[src/rtl/sw_btn_input_periph_pkg.sv]
// Shared register map and bus FSM encoding for the switch/button input peripheral.
package sw_btn_pkg;

  localparam logic [4:0] REG_DATA = 5'h00;
  localparam logic [4:0] REG_PEND = 5'h04;
  localparam logic [4:0] REG_MASK = 5'h08;
  localparam logic [4:0] REG_RISE = 5'h0C;
  localparam logic [4:0] REG_FALL = 5'h10;

  typedef enum logic [0:0] {
    IDLE = 1'b0,
    ACK  = 1'b1
  } bus_state_t;

endpackage

[src/rtl/sw_btn_input_periph_debouncer.sv]
// One-bit 2-FF synchroniser followed by a persistence-count debouncer.
module input_debouncer #(
  parameter int DEBOUNCE_CYCLES = 1000
) (
  input  logic clk_i,
  input  logic rst_ni,
  input  logic pin_i,
  output logic deb_o
);

  localparam int CW = (DEBOUNCE_CYCLES > 1) ? $clog2(DEBOUNCE_CYCLES) : 1;
  localparam logic [CW-1:0] CNT_MAX = CW'(DEBOUNCE_CYCLES - 1);

  logic          sync1_q;
  logic          sync2_q;
  logic          deb_q;
  logic          deb_d;
  logic [CW-1:0] cnt_q;
  logic [CW-1:0] cnt_d;

  // Count while the synchronised level disagrees; accept it once it has held long enough.
  always_comb begin
    deb_d = deb_q;
    cnt_d = {CW{1'b0}};
    if (sync2_q != deb_q) begin
      if (cnt_q == CNT_MAX) begin
        deb_d = sync2_q;
        cnt_d = {CW{1'b0}};
      end else begin
        cnt_d = cnt_q + {{(CW-1){1'b0}}, 1'b1};
      end
    end else begin
      cnt_d = {CW{1'b0}};
    end
  end

  always_ff @(posedge clk_i) begin
    if (!rst_ni) begin
      sync1_q <= 1'b0;
      sync2_q <= 1'b0;
      deb_q   <= 1'b0;
      cnt_q   <= {CW{1'b0}};
    end else begin
      sync1_q <= pin_i;
      sync2_q <= sync1_q;
      deb_q   <= deb_d;
      cnt_q   <= cnt_d;
    end
  end

  assign deb_o = deb_q;

endmodule

[src/rtl/sw_btn_input_periph.sv]
// Memory-mapped switch/button input block: debounce, edge events, W1C pending
// register, maskable level interrupt and a single-cycle-latency bus slave.
module sw_btn_input_periph
  import sw_btn_pkg::*;
#(
  parameter int N_SW            = 8,
  parameter int N_BTN           = 2,
  parameter int DEBOUNCE_CYCLES = 1000,
  parameter int ADDR_W          = 5
) (
  input  logic              clk_sys,
  input  logic              rst,
  input  logic [N_SW-1:0]   sw,
  input  logic [N_BTN-1:0]  btn,
  input  logic              bus_stb,
  input  logic              bus_we,
  input  logic [ADDR_W-1:0] bus_adr,
  input  logic [31:0]       bus_dat_i,
  output logic [31:0]       bus_dat_o,
  output logic              bus_ack,
  output logic              irq
);

  localparam int N_IN = N_SW + N_BTN;
  localparam logic [ADDR_W-1:0] OFF_DATA = ADDR_W'(REG_DATA);
  localparam logic [ADDR_W-1:0] OFF_PEND = ADDR_W'(REG_PEND);
  localparam logic [ADDR_W-1:0] OFF_MASK = ADDR_W'(REG_MASK);
  localparam logic [ADDR_W-1:0] OFF_RISE = ADDR_W'(REG_RISE);
  localparam logic [ADDR_W-1:0] OFF_FALL = ADDR_W'(REG_FALL);

  logic [N_IN-1:0]   in_vec;
  logic [N_IN-1:0]   deb_s;
  logic [N_IN-1:0]   deb_q;
  logic [N_IN-1:0]   ev_s;
  logic [N_IN-1:0]   clr_s;
  logic [N_IN-1:0]   wdata_s;
  logic [ADDR_W-1:0] off_s;
  logic [31:0]       rdata_s;
  logic              go_s;
  logic              unused_ok;

  bus_state_t        state_q, state_d;
  logic              ack_q, ack_d;
  logic              armed_q, armed_d;
  logic [31:0]       dat_q, dat_d;
  logic [N_IN-1:0]   pend_q, pend_d;
  logic [N_IN-1:0]   mask_q, mask_d;
  logic [N_IN-1:0]   rise_q, rise_d;
  logic [N_IN-1:0]   fall_q, fall_d;
  logic              irq_q, irq_d;

  assign in_vec = {btn, sw};

  for (genvar g = 0; g < N_IN; g++) begin : g_deb
    input_debouncer #(.DEBOUNCE_CYCLES(DEBOUNCE_CYCLES)) u_deb (
      .clk_i (clk_sys),
      .rst_ni(rst),
      .pin_i (in_vec[g]),
      .deb_o (deb_s[g])
    );
  end

  assign ev_s    = (deb_s & ~deb_q & rise_q) | (~deb_s & deb_q & fall_q);
  assign off_s   = {bus_adr[ADDR_W-1:2], 2'b00};
  assign wdata_s = bus_dat_i[N_IN-1:0];
  // A held strobe must drop before another transfer may start.
  assign go_s    = (state_q == IDLE) && bus_stb && armed_q;
  assign clr_s   = (go_s && bus_we && (off_s == OFF_PEND)) ? wdata_s : {N_IN{1'b0}};
  assign unused_ok = ^{bus_adr[1:0], bus_dat_i[31:N_IN]};

  always_comb begin
    case (off_s)
      OFF_DATA: rdata_s = 32'(deb_s);
      OFF_PEND: rdata_s = 32'(pend_q);
      OFF_MASK: rdata_s = 32'(mask_q);
      OFF_RISE: rdata_s = 32'(rise_q);
      OFF_FALL: rdata_s = 32'(fall_q);
      default:  rdata_s = 32'h0000_0000;
    endcase
  end

  always_comb begin
    state_d = state_q;
    ack_d   = 1'b0;
    dat_d   = 32'h0000_0000;
    mask_d  = mask_q;
    rise_d  = rise_q;
    fall_d  = fall_q;
    irq_d   = |(pend_q & mask_q);
    // New events win over a same-cycle clear.
    pend_d  = (pend_q & ~clr_s) | ev_s;
    case (state_q)
      IDLE: begin
        if (go_s) begin
          state_d = ACK;
          ack_d   = 1'b1;
          dat_d   = rdata_s;
        end else begin
          state_d = IDLE;
        end
      end
      ACK:     state_d = IDLE;
      default: state_d = IDLE;
    endcase
    if (!bus_stb) begin
      armed_d = 1'b1;
    end else if (go_s) begin
      armed_d = 1'b0;
    end else begin
      armed_d = armed_q;
    end
    if (go_s && bus_we) begin
      case (off_s)
        OFF_MASK: mask_d = wdata_s;
        OFF_RISE: rise_d = wdata_s;
        OFF_FALL: fall_d = wdata_s;
        default:  mask_d = mask_q;
      endcase
    end else begin
      mask_d = mask_q;
    end
  end

  always_ff @(posedge clk_sys) begin
    if (!rst) begin
      state_q <= IDLE;
      ack_q   <= 1'b0;
      armed_q <= 1'b1;
      dat_q   <= 32'h0000_0000;
      deb_q   <= {N_IN{1'b0}};
      pend_q  <= {N_IN{1'b0}};
      mask_q  <= {N_IN{1'b0}};
      rise_q  <= {N_IN{1'b0}};
      fall_q  <= {N_IN{1'b0}};
      irq_q   <= 1'b0;
    end else begin
      state_q <= state_d;
      ack_q   <= ack_d;
      armed_q <= armed_d;
      dat_q   <= dat_d;
      deb_q   <= deb_s;
      pend_q  <= pend_d;
      mask_q  <= mask_d;
      rise_q  <= rise_d;
      fall_q  <= fall_d;
      irq_q   <= irq_d;
    end
  end

  assign bus_dat_o = dat_q;
  assign bus_ack   = ack_q;
  assign irq       = irq_q;

endmodule

[config.mk]
export PLATFORM = sky130hd
export DESIGN_NAME = sw_btn_input_periph
export DESIGN_NICKNAME = d
export VERILOG_FILES = /design/src/rtl/sw_btn_input_periph_pkg.sv /design/src/rtl/sw_btn_input_periph_debouncer.sv /design/src/rtl/sw_btn_input_periph.sv
export SDC_FILE = /design/constraint.sdc
export NUM_CORES = 1
export LEC_CHECK = 0
export ABC_AREA = 1
export CAP_MARGIN = 40
export CORE_ASPECT_RATIO = 0.6
export CORE_MARGIN = 3
export CORE_UTILIZATION = 45
export CTS_CLUSTER_DIAMETER = 40
export DETAILED_ROUTE_END_ITERATION = 12
export PLACE_DENSITY_LB_ADDON = 0.15
export SLEW_MARGIN = 5
export SYNTH_ARGS = -nofsm -noshare
export SYNTH_HDL_FRONTEND = slang
export SYNTH_SLANG_ARGS = --single-unit
[constraint.sdc]
create_clock -name clk_sys -period 1.3 [get_ports clk_sys]
set_input_delay 0.195 -clock clk_sys [delete_from_list [all_inputs] [get_ports clk_sys]]
set_output_delay 0.195 -clock clk_sys [all_outputs]
set_load 0.02 [all_outputs]
==> results of run 1 <==
==> worst paths after layout <==
| kind | from | endpoint |
|---|---|---|
| worst max-delay path | irq | irq |
| worst min-delay path | rst | g_deb[4].u_deb.sync2_q |
| worst max register to register | g_deb[9].u_deb.cnt_q[0] | g_deb[9].u_deb.deb_o |
| worst min register to register | g_deb[7].u_deb.sync1_q | g_deb[7].u_deb.sync2_q |
==> synthesized netlist by cell type, types with 10 or more instances <==
master	instances
xnor2_1	16
nor3_1	21
o21ai_0	52
nand4_1	19
inv_1	146
nor2_1	220
ha_1	10
nand2_1	258
buf_4	24
a21oi_1	53
xor2_1	16
dfxtp_1	193
nand3_1	72
==> power groups by stage <==
stage               combinational [W]  sequential, W  clock, W
global placement             0.000548        0.00614         0
detailed placement           0.000550        0.00614         0
CTS                          0.000553        0.00600   0.00527
global route                 0.000629        0.00601   0.00554
floorplan                    0.000299        0.00613         0
finish                       0.000579        0.00601   0.00516
==> per-stage QoR <==
step           setup TNS [ns]  worst slack, ns  total power [W]
6_report                    0           0.0508           0.0117
5_1_grt                -0.543          -0.0506           0.0122
4_1_cts                     0          0.00452           0.0118
3_5_place_dp           -15.86           -0.350          0.00669
3_3_place_gp           -14.74           -0.323          0.00668
2_1_floorplan               0           0.0411          0.00643
==> cell families (layout without fill, tap and decap cells) <==
family                   count (synthesis)  count (layout)  synth area share [%]
other                                    1              22                0.0453
buffers and inverters                  192             316                  9.98
adder cells (fa/ha/maj)                 10              10                  1.51
AO/OA/AOI/OAI                          115             115                  7.06
flip-flops                             193             193                  46.7
XOR/XNOR                                32              32                  3.39
AND/OR/NAND/NOR                        616             618                  31.3
==> worst register-to-register path, delay by kind of cell (launching register included) <==
family	cells	cell delay (ns)
AOI/OAI and AO/OA	1	0.10
adders and majority gates	1	0.14
buffers and inverters	2	0.28
DFF	1	0.36
and+or+nand+nor	3	0.27
==> layout make-up <==
cell class,instances,area (um^2),share of cell area [%]
flip-flops and latches,193,3890,37.3
inverters,154,583,5.60
multi-input cells,797,3920,37.7
well taps,234,293,2.81
clock inverters,14,145,1.39
clock buffers,17,425,4.09
repair buffers,131,1150,11.1
==> registers in the layout, indices dropped and copies added, names as in the netlist <==
| register | count |
|---|---|
| armed_q | 1 |
| bus_dat_o | 10 |
| deb_q | 10 |
| fall_q | 10 |
| g_deb.u_deb.cnt_q | 100 |
| g_deb.u_deb.deb_o | 10 |
| g_deb.u_deb.sync1_q | 10 |
| g_deb.u_deb.sync2_q | 10 |
| irq | 1 |
| mask_q | 10 |
| pend_q | 10 |
| rise_q | 10 |
| state_q | 1 |
==> placed cells by master, fill, tap and decap left out, types with 19 or more instances in the layout <==
cell type and instances:
a21oi_1 51, buf_4 81, clkdlybuf4s50_1 23, conb_1 22
dfxtp_1 176, inv_1 144, nand2_1 249, nand3_1 66
nand4_1 19, nor2_1 206, o21ai_0 49
==> per-layer routing <==
layer,routed length (um),share of wire [%],vias up,GRT usage (%)
met2,7660,41,180,26.7
met1,9990,53,3257,28.3
met4,253,1.3,0,5.32
li1,-,-,3854,-
met5,0,0,-,0
met3,1000,5.3,27,3.61
==> repair_timing <==
item | in CTS | in global routing
endpoints found under the setup margin | 35 | 142
gates cloned | 0 | 2
setup buffers | 0 | 1
pin swaps | 1 | 19
resized for setup | 31 | 95
==> impl_results.md, run 1 <==
- Final Slew Violations: 0
- CTS HTree Levels: 4
- PwrDens: 1130 mW/mm^2
- DRT Pass-1 Iters: 6
- Worst Path Required: 1.11 ns
- Fin crit period: roughly 1.2 ns
- Routed wire length: 18,900 um
- Die W: 181 um
- Synth Cell Area: about 0.0083 mm^2
- Average size of a mapped cell: 7.14 um^2
- CP Cell Sequence: dlygate4sd2_1
- Total net switching power: between 0.002 and 0.003 W
- Antenna diodes: 0
- Crit start category: flop
- Hold Path Depth: 3
- CP arrival: 1.05 ns
- Crit. End Element: output port
- Final period utilization: 96.1%
- Post-DR wirelength/cell: 12.3 um
- Die Area: 0.0201 mm^2
- Worst-Skew Late Latency: 0.43 ns
- Comb pwr share: under 10%
- Yosys cell types: 35
- Worst path bufs/invs: 1
- Register-to-Register Setup Slack: 0.06 ns
- Worst hold path class: in2reg
- Crit-path slowest cell: dlygate4sd2_1
- Clock Tree Root: clkbuf_16
- Vias in the first global route: 6,435
- Largest net degree at the start of global routing: 30
- #FFs+latches synth: ~190
- Clk sinks: 193
- Total of max-cap violations: 0
- Internal: 0.00891 W
- Detailed Place HPWL: 13,300 um
- Biggest cell delay along the critical path: approximately 0.32 ns
- Levels on crit path: 1
- GRT Util Overall: 18.6%
- Routed Antenna Nets: 0
- Chip height: approximately 110 um
- DP Area: between 0.009 and 0.01 mm^2
- Hold Vio Cnt, Final: 0
- Final cell count without fillers: 1,540
- CTS Buf Count: 17
- CTS hold repair buffers: 0
- Core area: 0.0176 mm^2
- Fillers: 1,626
- CTS tree: yes
- GRT overflow: 0
- VDD IR max: a little over 900 uV
- Initial antenna violation count: 0
- Hold_ws: 0.141 ns
- Status: finished, final reports clean
- Leakage power: 4.39 nW
- Layout cell share with drive strength beyond 1: 17.2%
- Post-Place Cells: 1,506
- Post-synthesis sequential area ratio: 46.7%
- RSZ-0062 raised after global routing: true
- Clock share of power: 44.0%
- Area growth syn-to-layout: 25.9%
- PortBufs: 38
- Top_reg_cell synth: dfxtp_1
- Top cell type's share of synthesized area: 46.7%
- Vias: 7,318
- Clock-pin slew on the worst setup and hold paths: 0.06 ns
- FF-to-FF path depth: 7
- Post-Syn Instances: 1,159
- Starting Density: 47.0%
- Layout Skew: 0.0118 ns
- # rows: 37
- Crit-path leading delay family: buffers and inverters
- Residual DRC: 0
- Total Nets Final: 1,355
- Post-DR vias/cell: about 4.8
- Area contributors post-synth: dfxtp_1, nand2_1, nor2_1
- Num ports: between 80 and 90
- Number of flops mapped to enable cells by yosys: 0
- Crit-path max FO: 1
- Core Util, Final: 59.2%
- Endpoints failing setup: 0
- Asr flop ratio synth: 0%
- Critical path class: reg2out
- GPL Wtd Cong: 0.833
- Synthesis Warnings: 0
- Sequential share of power: 51.1%
- Starting DRT DRC Count: just under 500
- Final instance area: 0.0104 mm^2
- Top achievable clock speed: ~800 MHz
- Clock Path Buffers: 2
- Net Sw Frac: between 20% and 30%
- First-pass GRT wire length: between 30,000 and 40,000 um
- Leading area contributor after synthesis: dfxtp_1
(Power assumes the default switching activity.)
==> run 2: changes to the inputs <==
--- a/config.mk
+++ b/config.mk
@@ -12,4 +12,5 @@
 export CORE_UTILIZATION = 45
 export CTS_CLUSTER_DIAMETER = 40
+export CTS_CLUSTER_SIZE = 28
 export DETAILED_ROUTE_END_ITERATION = 12
 export PLACE_DENSITY_LB_ADDON = 0.15
==> constraint.sdc (replaced) <==
create_clock -name clk_sys -period 1.3 [get_ports clk_sys]
set_input_delay 0.39 -clock clk_sys [delete_from_list [all_inputs] [get_ports clk_sys]]
set_output_delay 0.39 -clock clk_sys [all_outputs]
set_load 0.02 [all_outputs]
==> run 2 against run 1 <==
The run now ends with negative setup slack left. Critical endpoint is now bus_ack. Via count grew 0.51%. Sequential share of layout area is 0.53 points lower. Setup slack worse by 0.079 ns. Die area unchanged. Non-clock buffer count down 1. Hold slack better by 0.15 ns. Register-to-register slack worse by 0.04 ns.
==> impl_results.md, run 2 (synthesized netlist as in run 1, its figures left out) <==
- Crit-path max FO: 3
- Worst Path Required: between 0.9 and 1 ns
- Largest net degree at the start of global routing: 21
- Die W: 181 um
- GRT Util Overall: 18.8%
- Final Slew Violations: 0
- Crit-path leading delay family: flip-flops
- CTS tree: yes
- Layout cell share with drive strength beyond 1: 19.4%
- CP arrival: 0.94 ns
- Total of max-cap violations: 0
- CTS HTree Levels: 4
- Core area: around 0.018 mm^2
- Chip height: between 100 and 150 um
- Starting DRT DRC Count: 549
- Fillers: about 1,600
- PortBufs: 38
- Leakage power: between 4 and 5 nW
- Status: finished with violations
- CTS Buf Count: 17
- Routed Antenna Nets: 0
- Top achievable clock speed: 753 MHz
- Detailed Place HPWL: between 10,000 and 15,000 um
- RSZ-0062 raised after global routing: true
- Clock Path Buffers: 2
- CTS hold repair buffers: 0
- Hold_ws: 0.295 ns
- Place WS: -0.565 ns
- Area growth syn-to-layout: 28.1%
- Antenna diodes: 0
- Residual DRC: 0
- Commonest cells after routing, fill and taps aside: nand2_1, nor2_1, dfxtp_1, inv_1, buf_4
- Crit start category: flop
- Worst hold path class: in2reg
- Endpoints failing setup: 3
- Worst-Skew Late Latency: 0.44 ns
- Fin crit period: 1.33 ns
- Most common cell after layout, fill and taps aside: nand2_1
- Starting Density: 47.0%
- Final instance area: 0.0106 mm^2
- Biggest cell delay along the critical path: 0.39 ns
- Num ports: 85
- Layout Skew: between 0.01 and 0.015 ns
- Worst path bufs/invs: 1
- Clock Tree Root: clkbuf_16
- Initial antenna violation count: 0
- GPL Wtd Cong: about 0.84
- Failing checks: negative setup slack
- Clock-pin slew on the worst setup and hold paths: ~0.07 ns
- Max FFs per register: 100
- # rows: 37
- Crit. End Element: output port
- DRT Pass-1 Iters: 5
- Crit-path slowest cell: dfxtp_4
- Hold Vio Cnt, Final: 0
- Die Area: ~0.02 mm^2
- Total Nets Final: 1,355
- Total power: 0.0119 W
- Routed wire length: 19,400 um
- PwrDens: 1120 mW/mm^2
- Largest Register: g_deb.u_deb.cnt_q
- First-pass GRT wire length: 31,300 um
- Worst Slack Setup Final: -0.0282 ns
- Critical path class: reg2out
- DP Area: 0.00950 mm^2
- Vias: 7,355
- Clk sinks: around 190
- Final period utilization: 102%
- CP Cell Sequence: buf_6
- VDD IR max: between 800 and 900 uV
- Vias in the first global route: 6,375
- Post-DR vias/cell: 4.77
- GRT overflow: 0
- Total Neg Setup Slack: -0.0496 ns
- Post-DR wirelength/cell: approximately 13 um
run 2: changes by cell type in the layout (fill, tap and decap cells not counted), moves of 4 or more:
cell	change
buf_4	-4
buf_6	+15
clkbuf_2	-5
dfxtp_1	-10
dfxtp_2	+10
nand2_1	-4
nand3_1	-6
nand3_2	+5
nor2_4	+4
o21ai_0	-8
o21ai_1	+8
run 2: path summary, 6_finish.rpt:
check / startpoint / to / depth (start not counted) / slack (ns)
setup / recovery: state_q / bus_ack / 1 / -0.03
hold / removal: rst / g_deb[4].u_deb.sync1_q / 3 / 0.29
hold reg to reg: g_deb[3].u_deb.sync1_q / g_deb[3].u_deb.sync2_q / 2 / 0.41
setup reg to reg: g_deb[7].u_deb.cnt_q[6] / g_deb[7].u_deb.deb_o / 6 / 0.02
run 2: layout make-up:
cell class	instances	area (um^2)	share of cell area (%)
multi-input combinational	798	4030	38.0
inverter	154	593	5.60
clock inverter	13	141	1.33
clock buffer	19	453	4.27
sequential	193	3900	36.8
timing repair buffer	130	1190	11.2
tap	234	293	2.76
run 2: worst min-delay path: stages:
cell and delay [ns]:
buf_2 0.18, nand2_1 0.08, inv_1 0.03
run 2: report_power, final:
part	switching [W]	internal, W	total (W)
registers	0.0000390	0.00597	0.00601
logic	0.000354	0.000238	0.000593
clock network	0.00246	0.00283	0.00529
total	0.00286	0.00903	0.0119
run 2: per-layer routing:
layer  up-vias  GRT usage, %  share of wire, %
li1       3873             -                 -
met1      3268          29.0                52
met2       195          26.3                41
met3        19          4.98               6.8
met4         0          3.65              0.86
met5         -             0                 0
run 2: timing repair:
item                                    in CTS  in global routing
buffers inserted                             1                  4
resized for setup                           99                119
cloned                                       0                  4
pin swaps                                    1                 19
endpoints found under the setup margin      84                148
run 2: metrics by stage:
stage	util (%)	instances
detailed placement	54.0	1500
global placement	54.0	1500
floorplan	-	1180
CTS	57.8	1533
global route	60.2	1541
finish	60.2	1541
==> run 3: changes to the inputs <==
Settings changed: CORE_MARGIN 3 to default.
Clock period 1.3 ns to 1.7 ns, I/O delays scaled along.
==> run 3 against run 2 <==
The flow now finishes without violations. Combinational power fell by 33%. First-iteration DRC count fell by 20%. Design area down 8.1%. Sequential share of layout area rose by 2.9 points. Register-to-register slack better by 0.24 ns. Total power shrank 24%.
==> impl_results.md, run 3 (synthesized netlist as in run 1, its figures left out) <==
- Status: finished, final reports clean
- Vias in the first global route: slightly above 6,000
- Chip height: 107 um
- Largest net degree at the start of global routing: 28
- Largest Register: g_deb.u_deb.cnt_q
- Residual DRC: 0
- Core area: 0.0175 mm^2
- Hold_ws: 0.414 ns
- DP Area: between 0.009 and 0.01 mm^2
- Leakage power: 4.15 nW
- PwrDens: 931 mW/mm^2
- First-pass GRT wire length: between 20,000 and 30,000 um
- GRT Util Overall: 19.6%
- CP arrival: roughly 1.1 ns
- Multi-input gate area: 0.00367 mm^2
- GRT overflow: 0
- Routed wire length: 17,500 um
- Worst-Skew Late Latency: 0.43 ns
- RSZ-0062 raised after global routing: false
- Post-DR wirelength/cell: 11.8 um
- Post-DR vias/cell: between 4 and 5
- # rows: 37
- Biggest cell delay along the critical path: 0.37 ns
- Final Slew Violations: 0
- Detailed Place HPWL: 12,600 um
- Crit start category: flop
- Total of max-cap violations: 0
- Core Util, Final: 55.5%
- Max FFs per register: 100
- Crit-path max FO: 3
- Worst path bufs/invs: 1
- Layout cell share with drive strength beyond 1: under 10%
- Endpoints failing setup: 0
- CTS Buf Count: 17
- Most common cell after layout, fill and taps aside: nand2_1
- Fin crit period: ~1.6 ns
- Commonest cells after routing, fill and taps aside: nand2_1, nor2_1, dfxtp_1, inv_1, nand3_1
- Critical path class: reg2out
- Layout Skew: 0.00988 ns
- Worst Slack Setup Final: 0.0512 ns
- Vias: 6,983
- Top achievable clock speed: 607 MHz
- Clock Path Buffers: 2
- Starting Density: 47.1%
- Place WS: -0.444 ns
- Num ports: 85
- CTS HTree Levels: 4
- Clk sinks: slightly below 200
- CP Cell Sequence: dlygate4sd2_1
- DRT Pass-1 Iters: 5
- GPL Wtd Cong: 0.863
- Worst hold path class: reg2reg
- Area growth syn-to-layout: 17.7%
- Routed Antenna Nets: 0
- Crit. End Element: output port
- Worst Path Required: ~1.2 ns
- Crit-path slowest cell: dfxtp_1
- Final period utilization: between 90% and 100%
- CTS tree: yes
- Die Area: 0.0189 mm^2
- Clock Tree Root: clkbuf_16
- Crit-path leading delay family: flip-flops
- Die W: between 150 and 200 um
- VDD IR max: roughly 760 uV
- Total power: 0.00907 W
- Final instance area: 0.00974 mm^2
- Starting DRT DRC Count: 439
- Total Nets Final: ~1,300
- Fillers: 1,680
- Initial antenna violation count: 0
- Antenna diodes: 0
- Clock-pin slew on the worst setup and hold paths: 0.08 ns
- Register area: just under 0.004 mm^2
- Hold Vio Cnt, Final: 0
- PortBufs: 38
- Post-CTS setup buffer count: 0
## run 3: repair_timing
action                     4_1_cts  5_1_grt
gates cloned                     0        0
gates resized for setup         12        3
hold buffers                     0        0
hold endpoints to repair         0        0
setup endpoints to repair       12        6
## run 3: worst paths after layout
kind	startpoint	to	slack (ns)	cells past startpoint
worst max-delay path	state_q	bus_ack	0.05	1
worst min-delay path	g_deb[8].u_deb.sync1_q	g_deb[8].u_deb.sync2_q	0.41	2
worst max register to register	g_deb[6].u_deb.cnt_q[0]	g_deb[6].u_deb.cnt_q[5]	0.26	6
worst min register to register	g_deb[8].u_deb.sync1_q	g_deb[8].u_deb.sync2_q	0.41	2
## run 3: layout make-up
| cell class | count | area share, % |
|---|---|---|
| multi-input combinational | 795 | 37.6 |
| tap | 234 | 3.01 |
| inverter | 154 | 5.94 |
| clock inverter | 14 | 1.72 |
| sequential | 193 | 39.7 |
| timing repair buffer | 80 | 7.64 |
| clock buffer | 17 | 4.37 |
## run 3: per-layer routing
| layer | routed length [um] | global-route usage, % |
|---|---|---|
| met1 | 9540 | 29.2 |
| met2 | 6870 | 28.1 |
| met5 | 0 | 0 |
| met3 | 976 | 4.33 |
| met4 | 108 | 4.93 |
## run 3: through the flow
stage	TNS (ns)	instances
2_1_floorplan	0	1180
3_3_place_gp	-13.25	1456
3_5_place_dp	-14.25	1456
4_1_cts	0	1487
5_1_grt	0	1487
6_report	0	1487
## run 3: where the power goes
| group | total, W | switching, W | internal, W | leakage [nW] |
|---|---|---|---|---|
| registers | 0.00459 | 0.0000250 | 0.00456 | 1.56 |
| logic | 0.000399 | 0.000242 | 0.000157 | 2.30 |
| clock network | 0.00408 | 0.00187 | 0.00222 | 0.286 |
